### config.mk
export PLATFORM = sky130hd
export DESIGN_NAME = cbus_arbiter_flat
export DESIGN_NICKNAME = d
export VERILOG_FILES = /design/src/rtl/cbus_arbiter_pkg.sv /design/src/rtl/cbus_arbiter_if.sv /design/src/rtl/cbus_arb_select.sv /design/src/rtl/cbus_arbiter.sv /design/src/flat_wrapper.sv
export SDC_FILE = /design/constraint.sdc
export NUM_CORES = 1
export LEC_CHECK = 0
export ABC_AREA = 1
export CORE_AREA = 2 2 205 207
export DETAILED_ROUTE_END_ITERATION = 7
export DIE_AREA = 0 0 207 209
export MAX_ROUTING_LAYER = met4
export PLACE_DENSITY = 0.33
export SETUP_SLACK_MARGIN = 0.2
export SYNTH_ARGS = -nofsm -noshare
export SYNTH_HDL_FRONTEND = slang
export SYNTH_SLANG_ARGS = --single-unit
### constraint.sdc
create_clock -name clk -period 1.8 [get_ports clk]
set_input_delay 0.45 -clock clk [delete_from_list [all_inputs] [get_ports clk]]
set_output_delay 0.45 -clock clk [all_outputs]
set_load 0.02 [all_outputs]
### src/rtl/cbus_arbiter_pkg.sv
// rtl/cbus_arbiter_pkg.sv - shared CBus request/response types and burst-length constants
package cbus_arbiter_pkg;

  typedef logic [3:0] cbus_len_t;

  // len encodes beats-1
  localparam cbus_len_t MLEN1  = 4'd0;
  localparam cbus_len_t MLEN2  = 4'd1;
  localparam cbus_len_t MLEN4  = 4'd3;
  localparam cbus_len_t MLEN8  = 4'd7;
  localparam cbus_len_t MLEN16 = 4'd15;

  typedef struct packed {
    logic        valid;
    logic        is_write;
    logic [31:0] addr;
    cbus_len_t   len;
    logic [7:0]  strobe;
    logic [63:0] data;
  } cbus_req_t;

  typedef struct packed {
    logic        ready;
    logic        last;
    logic [63:0] data;
  } cbus_resp_t;

  function automatic int idx_width(input int n);
    return (n > 1) ? $clog2(n) : 1;
  endfunction

endpackage

### src/rtl/cbus_arbiter_if.sv
// rtl/cbus_arbiter_if.sv - upstream/downstream CBus bundle seen by the arbiter
interface cbus_arbiter_if #(
  parameter int NUM_INPUTS = 2
);
  import cbus_arbiter_pkg::*;

  cbus_req_t  ireqs  [NUM_INPUTS];
  cbus_resp_t iresps [NUM_INPUTS];
  cbus_req_t  oreq;
  cbus_resp_t oresp;

  modport slave (
    input  ireqs,
    input  oresp,
    output iresps,
    output oreq
  );

  modport master (
    output ireqs,
    output oresp,
    input  iresps,
    input  oreq
  );

endinterface

### src/rtl/cbus_arb_select.sv
// rtl/cbus_arb_select.sv - first valid input at or after start, searching cyclically
module cbus_arb_select #(
  parameter int NUM_INPUTS = 2,
  parameter int IW         = 1
) (
  input  logic [NUM_INPUTS-1:0] valid,
  input  logic [IW-1:0]         start,
  output logic [IW-1:0]         winner,
  output logic                  any
);

  int idx;

  // Walk the search order backwards so the last hit is the highest-priority one.
  always_comb begin
    winner = '0;
    any    = 1'b0;
    idx    = 0;
    for (int k = NUM_INPUTS - 1; k >= 0; k--) begin
      idx = (int'(start) + k) % NUM_INPUTS;
      if (valid[idx]) begin
        winner = IW'(idx);
        any    = 1'b1;
      end
    end
  end

endmodule

### src/rtl/cbus_arbiter.sv
// rtl/cbus_arbiter.sv - N:1 CBus arbiter, grant held until last beat
// Build option CBUS_ARBITER_RR_EN: round-robin instead of fixed lowest-index priority.
module cbus_arbiter
  import cbus_arbiter_pkg::*;
#(
  parameter int NUM_INPUTS = 2
) (
  input  logic           clk,
  input  logic           reset,
  cbus_arbiter_if.slave  bus
);

  localparam int IW = idx_width(NUM_INPUTS);

  localparam logic [0:0] IDLE = 1'b0;
  localparam logic [0:0] BUSY = 1'b1;

  logic [0:0]            state;
  logic [IW-1:0]         index;
  logic [IW-1:0]         ptr;
  logic [IW-1:0]         winner;
  logic                  any;
  logic                  done;
  logic [NUM_INPUTS-1:0] valid_vec;

  always_comb begin
    valid_vec = '0;
    for (int i = 0; i < NUM_INPUTS; i++) valid_vec[i] = bus.ireqs[i].valid;
  end

  assign done = (state == BUSY) && bus.oresp.ready && bus.oresp.last;

  cbus_arb_select #(
    .NUM_INPUTS (NUM_INPUTS),
    .IW         (IW)
  ) u_select (
    .valid  (valid_vec),
    .start  (ptr),
    .winner (winner),
    .any    (any)
  );

  always_ff @(posedge clk or posedge reset) begin
    if (reset) begin
      state <= IDLE;
      index <= '0;
    end else begin
      case (state)
        IDLE: if (any) begin
          index <= winner;
          state <= BUSY;
        end
        BUSY: if (done) state <= IDLE;
        default: state <= IDLE;
      endcase
    end
  end

`ifdef CBUS_ARBITER_RR_EN
  always_ff @(posedge clk or posedge reset) begin
    if (reset) begin
      ptr <= '0;
    end else if (done) begin
      ptr <= (int'(index) == NUM_INPUTS - 1) ? '0 : index + 1'b1;
    end
  end
`else
  assign ptr = '0;
`endif

  // Requests are not latched: masters hold them stable until last.
  always_comb begin
    bus.oreq = '0;
    for (int i = 0; i < NUM_INPUTS; i++) bus.iresps[i] = '0;
    if (state == BUSY) begin
      bus.oreq          = bus.ireqs[index];
      bus.iresps[index] = bus.oresp;
    end
  end

endmodule

### src/flat_wrapper.sv
// flat-port wrapper written by rule: the top's interface ports become plain ports
module cbus_arbiter_flat import cbus_arbiter_pkg::*;
#(
  parameter int NUM_INPUTS = 2
)
  (clk, reset, bus_ireqs, bus_oresp, bus_iresps, bus_oreq);
  cbus_arbiter_if #(.NUM_INPUTS(NUM_INPUTS)) bus_i ();
  input  logic clk;
  input  logic reset;
  input wire logic [$bits(bus_i.ireqs)-1:0] bus_ireqs;
  input wire logic [$bits(bus_i.oresp)-1:0] bus_oresp;
  output wire logic [$bits(bus_i.iresps)-1:0] bus_iresps;
  output wire logic [$bits(bus_i.oreq)-1:0] bus_oreq;
  assign bus_i.ireqs = {>>{bus_ireqs}};
  assign bus_i.oresp = bus_oresp;
  assign bus_iresps = {>>{bus_i.iresps}};
  assign bus_oreq = bus_i.oreq;
  cbus_arbiter #(.NUM_INPUTS(NUM_INPUTS)) u_core (.clk(clk), .reset(reset), .bus(bus_i));
endmodule
==> results, run 1 <==
- The required arrival time at the worst endpoint is 1350 ps.
- The average wire per standard cell is about 17 um.
- The largest net degree at the start of global routing is 39.
- The final layout contains routed wiring with a total length of between 20 and 30 mm.
- The maximum operating frequency is approximately 480 MHz.
- The first-pass detailed-route iteration total is 5.
- The global-route congestion overflow total is 0.
- The horizontal die dimension is ~210 um.
- In this run the number of H-tree levels came out at 1.
- In this run the critical register-to-register path is launched from u_core.state.
- The checks that failed: setup timing.
- The critical path is of the flip-flop to output pin type.
- The initial antenna violation count is 0.
- Global routing used between 10% and 20% of the available tracks across all layers.
- The clock root buffer is sky130_fd_sc_hd__clkbuf_16.
- The most critical setup path has its endpoint at bus_oreq[75].
- The category of the worst setup path launch point is a flip-flop.
- The max-cap violation count is 0.
- The die covers roughly 0.043 mm2.
- The worst setup path is captured at an output pin.
- Relative to the synthesized area, the layout overhead comes to 309%.
- The clock tree from TritonCTS is done.
- The clock drives 2 sinks.
- At the end of the flow, the number of nets in the layout was ~1.5k.
- The average instance in the mapped netlist occupies around 4.1 um2.
- The count of final max-slew check failures is 0.
- The setup TNS after final layout is -34170 ps.
- Measured on the finished design, the core utilization comes to between 20% and 30%.
- Of all nets on the critical path, the largest fanout is 6.
- Input and output buffers added on the ports amount to about 530.
- The via count of the first global-routing pass is roughly 6k.
- The worst-case reg-to-reg path depth is 4.
- The post-DP HPWL is around 22 mm.
- The time the final worst path needs with I/O delays and setup is ~2100 ps.
- The post-synthesis sequential element count is 2.
- Cells with a size suffix above 1 make up between 30 and 40% of the layout.
- After synthesis, flip-flops and latches occupy 2.10% of the total area.
- The maximum vdd drop is roughly 0.73 mV.
- The total nets after synthesis is just under 900.
- The standard cell area after detailed placement is approximately 0.0085 mm2.
- After layout, the worst path uses 116% of the clock period.
- The final route contains roughly 5.6k vias.
- The number of buffers inserted during clock tree synthesis is 3.
- The insertion delay to the later sink of the worst-skew pair is about 220 ps.
- The cell area after layout is approximately 0.0097 mm2.
- Clock-pin slew was measured on the worst setup and hold paths at approximately 30 ps.
- The endpoint of the worst-slack reg-to-reg timing path is u_core.index.
- The cell area after synthesis is approximately 0.0024 mm2.
- In this run the static leakage power is ~5 nW.
- The number of antenna diodes in the final layout is 0.
- The violation count after the first detailed-route iteration is approximately 130.
- The count of mapped cells out of synthesis is around 580.
- The top-level I/O count is between 500 and 600.
- In the routed layout, each cell is associated on average with a via count of between 3 and 4.
- Once the floorplan was initialized, standard cells occupied 5.77% of the core.
- The number of hold-repair buffers added at the cts stage is 0.
- The worst relative slew slack is between 80% and 90%.
- The row count is between 70 and 80.
- For the pin with the worst max-slew slack, the measured transition is between 200 and 300 ps.
- The power density over cell area is approximately 1700 mW/mm2.
- The number of filler instances in the final layout is 4718.
- Tracing the worst setup path back leads to its startpoint at u_core.state.
- The run finished, with violations left.
- In this run the deepest clock path goes through 2 buffers.
- In this run the remaining antenna-violating nets after routing total 0.
- The area inside the core boundary is 0.0413 mm2.
- The netlist uses 12 different library cells.
- The final setup violation count is around 240.
- Setup slack on the worst reg-to-reg path comes out at 760 ps.
- For this run, design rule violations remaining after detail routing come to 0.
- The global-route wire length before repair is 40.9 mm.
- The path class of the tightest hold or removal check is input port to asynchronous set/reset pin.
- The routability-driven placement congestion ratio is roughly 0.77.
- The Yosys step of the flow raised 0 warnings.
- The power consumption is about 0.016 W.
- The data arrival time of the critical path is 1640 ps.
- Measured along the y axis, the die boundary spans around 210 um.
- Once routing completed, OpenROAD measured the worst setup slack at -294 ps.
- The final count of hold timing violations came to 0.
- The final worst clock skew is ~0.46 ps.
- Setup repair after global routing could not meet its margin everywhere.
[per-stage QoR]
step | hold slack (ps) | std cells | setup slack [ps]
finish | 408 | 1705 | -294
floorplan | 191 | 584 | 181
global route | 448 | 1705 | -339
detailed placement | 628 | 1646 | -614
CTS | 415 | 1681 | -343
global placement | 622 | 1646 | -615
[where the power goes]
part           internal (W)  switching [W]  total (W)
combinational       0.00760        0.00846     0.0161
clock              0.000282      0.0000494   0.000332
sequential        0.0000717      0.0000377   0.000109
total               0.00795        0.00855     0.0165
[layout make-up]
type                            count  area (um2)  share of cell area (%)
Tap cell                          539         674                    6.93
Clock buffer                        3        75.1                   0.771
Timing Repair Buffer              617        6370                    65.4
Multi-Input combinational cell    472        2270                    23.3
Inverter                           72         299                    3.07
Sequential cell                     2        52.6                   0.540
[synth_stat cells (all sizes together)]
cell type | n | area, um2
inv | 72 | 270
dfrtp | 2 | 50.1
nor2 | 134 | 531
nand3 | 1 | 5.00
o21ai | 1 | 5.00
nand2 | 336 | 1260
clkbuf | 5 | 18.8
buf | 33 | 243
[how the worst min path moves through the flow]
stage	start	endpoint	cells past startpoint
after floorplan	reset	u_core.index	1
final	reset	u_core.state	2
after CTS	reset	u_core.state	2
after global routing	reset	u_core.state	2
after detailed placement	u_core.index	u_core.index	4
after global placement	reset	u_core.state	2
[layer usage]
layer | vias up | track usage (%) | part of all wire, %
met4 | 0 | 0.936 | 0.40
met1 | 2458 | 15.3 | 42
li1 | 2828 | - | -
met5 | - | - | 0
met2 | 328 | 23.8 | 52
met3 | 8 | 2.10 | 6.3
[placed cells by master (no fill, tap or decap), types with 26 or more instances in the layout]
master	n
sky130_fd_sc_hd__nor2_1	92
sky130_fd_sc_hd__clkdlybuf4s50_1	284
sky130_fd_sc_hd__buf_6	100
sky130_fd_sc_hd__nand2_1	268
sky130_fd_sc_hd__nor2_4	26
sky130_fd_sc_hd__inv_1	68
sky130_fd_sc_hd__nand2_2	50
sky130_fd_sc_hd__dlygate4sd2_1	57
sky130_fd_sc_hd__buf_2	27
sky130_fd_sc_hd__buf_4	94
[cell families after synthesis]
group                  after synthesis  synth area share [%]
DFF                                  2                  2.10
buffers and inverters              110                  22.3
AOI/OAI and AO/OA                    1                 0.210
and+or+nand+nor                    471                  75.4
[repair_timing]
item                                    CTS  global route
setup buffers                            19            19
pin swaps                                10            13
endpoints found under the setup margin  242           242
resized for setup                       861           351
cloned                                   13             5
[worst max-delay path, stage by stage (launching register included)]
cell                      delay, ps
sky130_fd_sc_hd__dfrtp_2        430
sky130_fd_sc_hd__inv_2           90
sky130_fd_sc_hd__nor2_4          40
sky130_fd_sc_hd__buf_6          120
sky130_fd_sc_hd__buf_12         140
sky130_fd_sc_hd__buf_12         120
sky130_fd_sc_hd__buf_16         130
sky130_fd_sc_hd__buf_6          110
sky130_fd_sc_hd__nand2_4         40
sky130_fd_sc_hd__nand2_2         50
sky130_fd_sc_hd__buf_6          130
[sequential cells by signal (all words and copies together), names as in the netlist]
register and cells:
u_core.index 1, u_core.state 1
Note: power is estimated with default switching activity, not from simulation.
==> run 2: changes to the inputs <==
--- a/config.mk
+++ b/config.mk
@@ -6,12 +6,13 @@
 export NUM_CORES = 1
 export LEC_CHECK = 0
 export ABC_AREA = 1
-export CORE_AREA = 2 2 205 207
+export CORE_AREA = 2 2 206 208
 export DETAILED_ROUTE_END_ITERATION = 7
-export DIE_AREA = 0 0 207 209
+export DIE_AREA = 0 0 208 210
 export MAX_ROUTING_LAYER = met4
-export PLACE_DENSITY = 0.33
+export PLACE_DENSITY = 0.34
 export SETUP_SLACK_MARGIN = 0.2
 export SYNTH_ARGS = -nofsm -noshare
 export SYNTH_HDL_FRONTEND = slang
+export SYNTH_HIERARCHICAL = 1
 export SYNTH_SLANG_ARGS = --single-unit
==> run 2 against run 1 <==
The flow still finishes with violations (setup timing). Design area increased by 31%. Critical path depth shrank 3. Clock power about the same. Register-to-register slack lost 260 ps. Largest power group unchanged.
==> results, run 2 <==
- The least setup slack across all paths after layout is -241 ps (+52.3 ps).
- The area of the die is 0.0437 mm2 (+0.96%).
- The routability-driven placement congestion ratio is 0.777 (+1.5%).
- The fraction of the yosys area taken by sequential cells is 1.87% (-0.23 points).
- STA classifies the critical path startpoint as a flip-flop.
- The average wire per standard cell came to 18.5 um (+8.6%).
- The post-CTS clock slew at the launch and capture registers of the worst setup and hold paths is 30 ps (about the same).
- The required arrival time at the worst endpoint is 1350 ps (about the same).
- The power consumption is 0.0214 W (+30%).
- Relative to the synthesized area, the layout overhead comes to 375%.
- The maximum operating frequency is 490 MHz (+2.6%).
- The worst-case reg-to-reg path depth is 6 (+2).
- The area inside the core boundary came to 0.0415 mm2 (+0.45%).
- The post-DP HPWL is 21.5 mm (-3.2%).
- By count the netlist is led by sky130_fd_sc_hd__nand3_1 (221), sky130_fd_sc_hd__nor2_1 (132), sky130_fd_sc_hd__nand2_1 (118).
- TritonCTS built the clock tree.
- The count of antenna-violating nets left after detailed routing came to 0 (unchanged).
- The library cells used most frequently in the layout, excluding fill and tap cells, are sky130_fd_sc_hd__clkdlybuf4s50_1 (284), sky130_fd_sc_hd__buf_6 (209), sky130_fd_sc_hd__nand3_2 (114).
- The total global routing track utilization is 12.0% (-0.94 points).
- The final reports fail on setup timing.
- Setup repair after global routing could not meet its margin everywhere.
- The clock sink count came to 2 (unchanged).
- The row count is 75 (unchanged).
- The violation count after the first detailed-route iteration is 186 (+40%).
- The first-pass detailed-route iteration total came to 4 (-1).
- The cell area after synthesis was 0.00268 mm2 (+12%).
- The total nets after synthesis is 898 (+3.0%).
- The clock root buffer is sky130_fd_sc_hd__clkbuf_16.
- The reported leakage power is 5.69 nW (+12%).
- The share of synthesized registers carrying an async set or reset was 100% (unchanged).
- The portion of the clock cycle consumed by the worst path in the final layout is 113% (-2.9 points).
- The largest net degree at the start of global routing is 46 (+18%).
- The via count of the first global-routing pass is 6258 (+3.3%).
- The number of enable flip-flop cells after synthesis is 0 (unchanged).
- The share of the core filled with cells came to 30.7% (+7.1 points).
- The number of distinct library cells after synthesis was 11 (-1).
- The total number of yosys warnings is 6 (+6).
- The top-level I/O count is 530 (unchanged).
- The worst setup path is captured at an output pin.
- The depth of the CTS H-tree came to 1 (unchanged).
- The most used flip-flop cell after synthesis is sky130_fd_sc_hd__dfrtp_1.
- The setup TNS after final layout came to -34220 ps (-50.8 ps).
- The number of hold-repair buffers added at the cts stage came to 0 (unchanged).
- The standard cell area after detailed placement came to 0.00895 mm2 (+5.7%).
- The biggest area contributor in the post-synthesis netlist is sky130_fd_sc_hd__nand3_1.
- The number of buffers inserted by port buffering came to 529 (unchanged).
- The startpoint-to-endpoint class of the critical path is flip-flop to output pin.
- The cell area after layout is 0.0127 mm2 (+31%).
- The initial standard-cell utilization of the core is 6.46% (+0.68 points).
- The global-route congestion overflow total is 0 (unchanged).
- The floorplan die height is 210 um (+0.48%).
- The power density over cell area is 1680 mW/mm2 (-0.81%).
- Leaving out fill and tap cells, the most frequent cell in the layout is sky130_fd_sc_hd__clkdlybuf4s50_1.
- The worst setup slack for register-to-register paths is 500 ps (-260 ps).
- The endpoint of the worst-slack reg-to-reg timing path is u_core/index.
- The mean number of vias per cell is 3.76 (+14%).
- The average size of a mapped cell is 4.39 um2 (+7.5%).
- The final worst clock skew was 2.69 ps (+2.23 ps).
- The final count of hold timing violations is 0 (unchanged).
- The max-cap violation count is 0 (unchanged).
- The initial antenna violation count was 2 (+2).
- The maximum fanout along the worst path is 7 (+1).
- The pre-CTS worst setup slack was -565 ps (+49.1 ps).
- The fraction of layout cells with a size suffix above 1 was 58.5% (+25 points).
- The final setup violation count was 242 (+3.0%).
- The count of mapped cells out of synthesis was 610 (+4.5%).
- The post-layout net count is 1524 (+4.7%).
- The post-synthesis sequential element count is 2 (unchanged).
- The insertion delay to the later sink of the worst-skew pair is 220 ps (about the same).
- In this run the critical register-to-register path is launched from u_core/state.
- The detailed-route DRC error count is 0 (unchanged).
- The wire length reported by the detailed router was 32.8 mm (+13%).
- By area the synthesized netlist is led by sky130_fd_sc_hd__nand3_1 (41%), sky130_fd_sc_hd__nor2_1 (19%), sky130_fd_sc_hd__nand2_1 (17%).
- In the final layout, the registers with the most flip-flops are u_core/index x1, u_core/state x1.
- The leading cell type by number of instances after synthesis is sky130_fd_sc_hd__nand3_1.
- The maximum buffer depth of the clock tree came to 2 (unchanged).
- The count of final max-slew check failures was 0 (unchanged).
- The data arrival time of the critical path was 1590 ps (-50 ps).
- The run finished, with violations left.
- The time the final worst path needs with I/O delays and setup is 2040 ps (-52.3 ps).
- The global-route wire length before repair is 39.0 mm (-4.5%).
- The maximum vdd drop is 0.982 mV (+34%).
- The number of buffers inserted during clock tree synthesis is 3 (unchanged).
- The proportion of netlist area held by the largest area contributor came to 41.3% (-12 points).
- The worst min-delay path class is input port to asynchronous set/reset pin.
- The horizontal die dimension is 208 um (+0.48%).
- The overall via count from detail_route is 6675 (+19%).
- The antenna diode count is 0 (unchanged).
-- run 2: cell count changes after synthesis, sizes merged --
cell    previous run  this run
a21oi              0         1
nor2             134       132
nand3              1       221
nand2            336       118
o21ai              1         0
clkbuf             5        11
buf               33        52
or2                0         1
inv               72        71
conb               0         1
-- run 2: routing by layer --
| metal | routed length [um] | global-route usage (%) | vias up |
|---|---|---|---|
| met5 | 0 | - | - |
| met4 | 412 | 1.49 | 0 |
| met3 | 1770 | 1.55 | 22 |
| met2 | 18000 | 23.4 | 333 |
| met1 | 12600 | 13.2 | 3119 |
| li1 | - | - | 3201 |
-- run 2: metrics by stage --
stage                     cells  hold WS, ps
after CTS                  1709          397
after detailed placement   1665          624
final                      1773          392
after global routing       1773          416
after global placement     1665          627
after floorplan             610          191
-- run 2: repair_timing --
| item | CTS | global route |
|---|---|---|
| setup endpoints to repair | 242 | 242 |
| pin swaps | 20 | 99 |
| resized for setup | 1138 | 731 |
| buffers inserted | 31 | 34 |
| gates cloned | 10 | 30 |
-- run 2: worst max path at each step --
stage,start,end,slack [ps],depth (start not counted)
after floorplan,u_core/index,bus_iresps[100],220,5
after global placement,bus_oresp[53],bus_iresps[53],-580,4
after detailed placement,bus_oresp[53],bus_iresps[53],-570,4
after CTS,u_core/index,bus_oreq[41],-300,6
after global routing,u_core/index,bus_iresps[103],-300,7
final,u_core/index,bus_iresps[26],-240,7
-- run 2: layout make-up --
cell class              instances  area [um2]
clock buffers                   3        75.1
multi-input cells             475        3850
repair buffers                683        7790
well taps                     539         674
flip-flops and latches          2        57.6
fillers                      4454       28800
inverters                      71         279
-- run 2: critical path, cell delays in order (launching register included) --
cell                      delay (ps)
sky130_fd_sc_hd__dfrtp_4         530
sky130_fd_sc_hd__buf_4           180
sky130_fd_sc_hd__nand2_8         100
sky130_fd_sc_hd__buf_12          140
sky130_fd_sc_hd__buf_8           140
sky130_fd_sc_hd__buf_4           110
sky130_fd_sc_hd__nor2_2           20
sky130_fd_sc_hd__buf_4           150
-- run 2: kinds of logic (layout without fill, tap and decap cells) --
logic type / Yosys count / in the layout / share of synthesized area (%)
AOI/OAI and AO/OA: 1 / 1 / 0.187
buffers and inverters: 134 / 757 / 21.2
DFF: 2 / 2 / 1.87
other: 1 / 1 / 0.140
and+or+nand+nor: 472 / 473 / 76.6
-- run 2: report_power, final --
part	internal, W	switching (W)	total (W)
sequential	0.0000815	0.0000942	0.000176
combinational	0.0104	0.0105	0.0209
clock	0.000283	0.0000520	0.000335
==> run 3: changes to the inputs <==
--- a/config.mk
+++ b/config.mk
@@ -12,6 +12,7 @@
 export MAX_ROUTING_LAYER = met4
 export PLACE_DENSITY = 0.34
 export SETUP_SLACK_MARGIN = 0.2
+export SKIP_LAST_GASP = 1
 export SYNTH_ARGS = -nofsm -noshare
 export SYNTH_HDL_FRONTEND = slang
 export SYNTH_HIERARCHICAL = 1
==> run 3 against run 2 <==
The run still ends with setup timing left. Wire length is 9.5% lower. Via count is 4.1% lower. Combinational power is 19% lower. Critical endpoint is now bus_oreq[35].
==> results, run 3 (same netlist as run 2, synthesis figures left out) <==
- The worst setup path is of the flip-flop to output pin kind.
- The overall via count from detail_route was 6399 (-4.1%).
- The maximum operating frequency is 491 MHz (+0.31%).
- The post-layout net count is 1494 (-2.0%).
- The maximum buffer depth of the clock tree is 2 (unchanged).
- The initial antenna violation count is 2 (unchanged).
- The initial standard-cell utilization of the core is 6.46% (unchanged).
- The insertion delay to the later sink of the worst-skew pair is 220 ps (about the same).
- The clock sink count is 2 (unchanged).
- The detailed-route DRC error count was 0 (unchanged).
- The least setup slack across all paths after layout is -235 ps (+6.36 ps).
- The count of antenna-violating nets left after detailed routing is 0 (unchanged).
- The post-DP HPWL is 21.5 mm (unchanged).
- The reported leakage power is 5.17 nW (-9.1%).
- STA classifies the critical path endpoint as an output pin.
- The via count of the first global-routing pass was 6210 (-0.77%).
- The antenna diode count is 0 (unchanged).
- The area growth from synthesis to layout is 307%.
- The data arrival time of the critical path is 1590 ps (about the same).
- The largest net degree at the start of global routing is 46 (unchanged).
- The routability-driven placement congestion ratio was 0.777 (unchanged).
- The time the final worst path needs with I/O delays and setup is 2040 ps (-6.36 ps).
- The area of the die is 0.0437 mm2 (unchanged).
- The first-pass detailed-route iteration total is 4 (unchanged).
- The wire length reported by the detailed router was 29.7 mm (-9.5%).
- The slowest stage of the critical path is the sky130_fd_sc_hd__dfrtp_4 cell.
- The worst min-delay path class is input port to asynchronous set/reset pin.
- The number of buffers inserted by port buffering is 529 (unchanged).
- The stage delay of the slowest cell on the critical path is 490 ps (-40 ps).
- The final setup violation count came to 216 (-11%).
- STA classifies the critical path startpoint as a flip-flop.
- The tree is rooted in a sky130_fd_sc_hd__clkbuf_16.
- The final cell count without fillers came to 1743 (-1.7%).
- The average wire per standard cell is 17.0 um (-7.9%).
- The number of buffers inserted during clock tree synthesis came to 3 (unchanged).
- The max-cap violation count is 0 (unchanged).
- The row count came to 75 (unchanged).
- The area inside the core boundary came to 0.0415 mm2 (unchanged).
- The largest registers in the layout are u_core/index x1, u_core/state x1.
- The global-route congestion overflow total is 0 (unchanged).
- The top-level I/O count is 530 (unchanged).
- The checks that failed: setup timing.
- The final worst clock skew came to 2.47 ps (-0.215 ps).
- TritonCTS built the clock tree.
- The fraction of layout cells with a size suffix above 1 is 46.3% (-12 points).
- The required arrival time at the worst endpoint is 1350 ps (about the same).
- The portion of the clock cycle consumed by the worst path in the final layout is 113% (-0.35 points).
- The buffers plus inverters on the worst setup path is 6 (+1).
- The library cells used most frequently in the layout, excluding fill and tap cells, are sky130_fd_sc_hd__clkdlybuf4s50_1 (285), sky130_fd_sc_hd__buf_4 (150), sky130_fd_sc_hd__nand3_1 (124).
- The horizontal die dimension is 208 um (unchanged).
- The total global routing track utilization came to 11.9% (-0.049 points).
- The critical path goes through clkinv_8 -> buf_12 -> buf_12 -> buf_16 -> buf_6 -> nand3_2 -> nand2_2 -> buf_6.
- The violation count after the first detailed-route iteration is 196 (+5.4%).
- The global-route wire length before repair was 38.9 mm (-0.48%).
- The most common cell after layout, fill and taps aside is sky130_fd_sc_hd__clkdlybuf4s50_1.
- The post-CTS clock slew at the launch and capture registers of the worst setup and hold paths is 30 ps (about the same).
- The depth of the CTS H-tree is 1 (unchanged).
- The final count of hold timing violations is 0 (unchanged).
- The count of final max-slew check failures was 0 (unchanged).
- The top cell family by delay on the critical path is buffers and inverters.
- The power consumption came to 0.0175 W (-18%).
- The floorplan die height is 210 um (unchanged).
- The mean number of vias per cell is 3.67 (-2.5%).
- The maximum vdd drop came to 0.682 mV (-31%).
- Setup repair after global routing could not meet its margin everywhere.
- The run finished, with violations left.
- The worst hold-check slack came to 392 ps (+0.352 ps).
- The total placed cells including tap cells is 1665 (unchanged).
- The maximum fanout along the worst path is 7 (unchanged).
- The power density over cell area is 1610 mW/mm2 (-4.4%).
run 3: changes by cell type in the layout (fill, tap and decap cells not counted), sizes merged, moves of 8 or more:
cell	before	now
clkbuf	24	14
buf	372	333
dlygate4sd2	2	10
clkdlybuf4s15	3	15
run 3: stage by stage:
stage	setup slack [ps]	setup TNS, ps	area (um2)	utilization (%)
after floorplan	218	0	2680	-
after global placement	-575	-89250	8950	21.6
after detailed placement	-565	-87610	8950	21.6
after CTS	-339	-40790	9600	23.1
after global routing	-290	-39250	10900	26.3
final	-235	-24970	10900	26.3
run 3: area by class of cell:
| cell class | instances | area, um2 |
|---|---|---|
| clock buffer | 3 | 75.1 |
| multi-input combinational | 474 | 2940 |
| tap | 539 | 674 |
| fill | 4656 | 30600 |
| timing repair buffer | 654 | 6880 |
| inverter | 71 | 279 |
| sequential | 2 | 57.6 |
run 3: path summary, 6_finish.rpt:
check	from	to	slack [ps]	cells past startpoint
worst max-delay path	u_core/index	bus_oreq[35]	-240	8
worst min-delay path	reset	u_core/state	390	2
worst max register to register	u_core/state	u_core/index	550	6
worst min register to register	u_core/index	u_core/index	1030	5
max in group asynchronous	reset	u_core/index	1280	2
min in group clk	bus_oresp[65]	u_core/state	940	4
run 3: where the power goes:
| group | internal (W) | switching (W) |
|---|---|---|
| Combinational | 0.00818 | 0.00883 |
| Clock | 0.000283 | 0.0000516 |
| Sequential | 0.0000818 | 0.0000856 |
| Total | 0.00854 | 0.00897 |
run 3: metal layers:
metal | wire length, um | GRT usage (%) | vias to the layer above
li1 | - | - | 3121
met1 | 11800 | 13.1 | 2931
met2 | 15900 | 23.3 | 329
met3 | 1710 | 1.67 | 18
met4 | 250 | 1.37 | 0
met5 | 0 | - | -
run 3: timing repair:
| item | 4_1_cts | 5_1_grt |
|---|---|---|
| cloned | 10 | 10 |
| hold buffers | 0 | 0 |
| endpoints found under the setup margin | 242 | 242 |
| buffers inserted | 31 | 24 |
| pin swaps | 20 | 71 |
| resized for setup | 998 | 486 |
run 3: worst register-to-register path, delay by kind of cell (launching register included):
kind	cells	cell delay [ps]
buffers and inverters	3	420
DFF	1	540
and+or+nand+nor	3	170
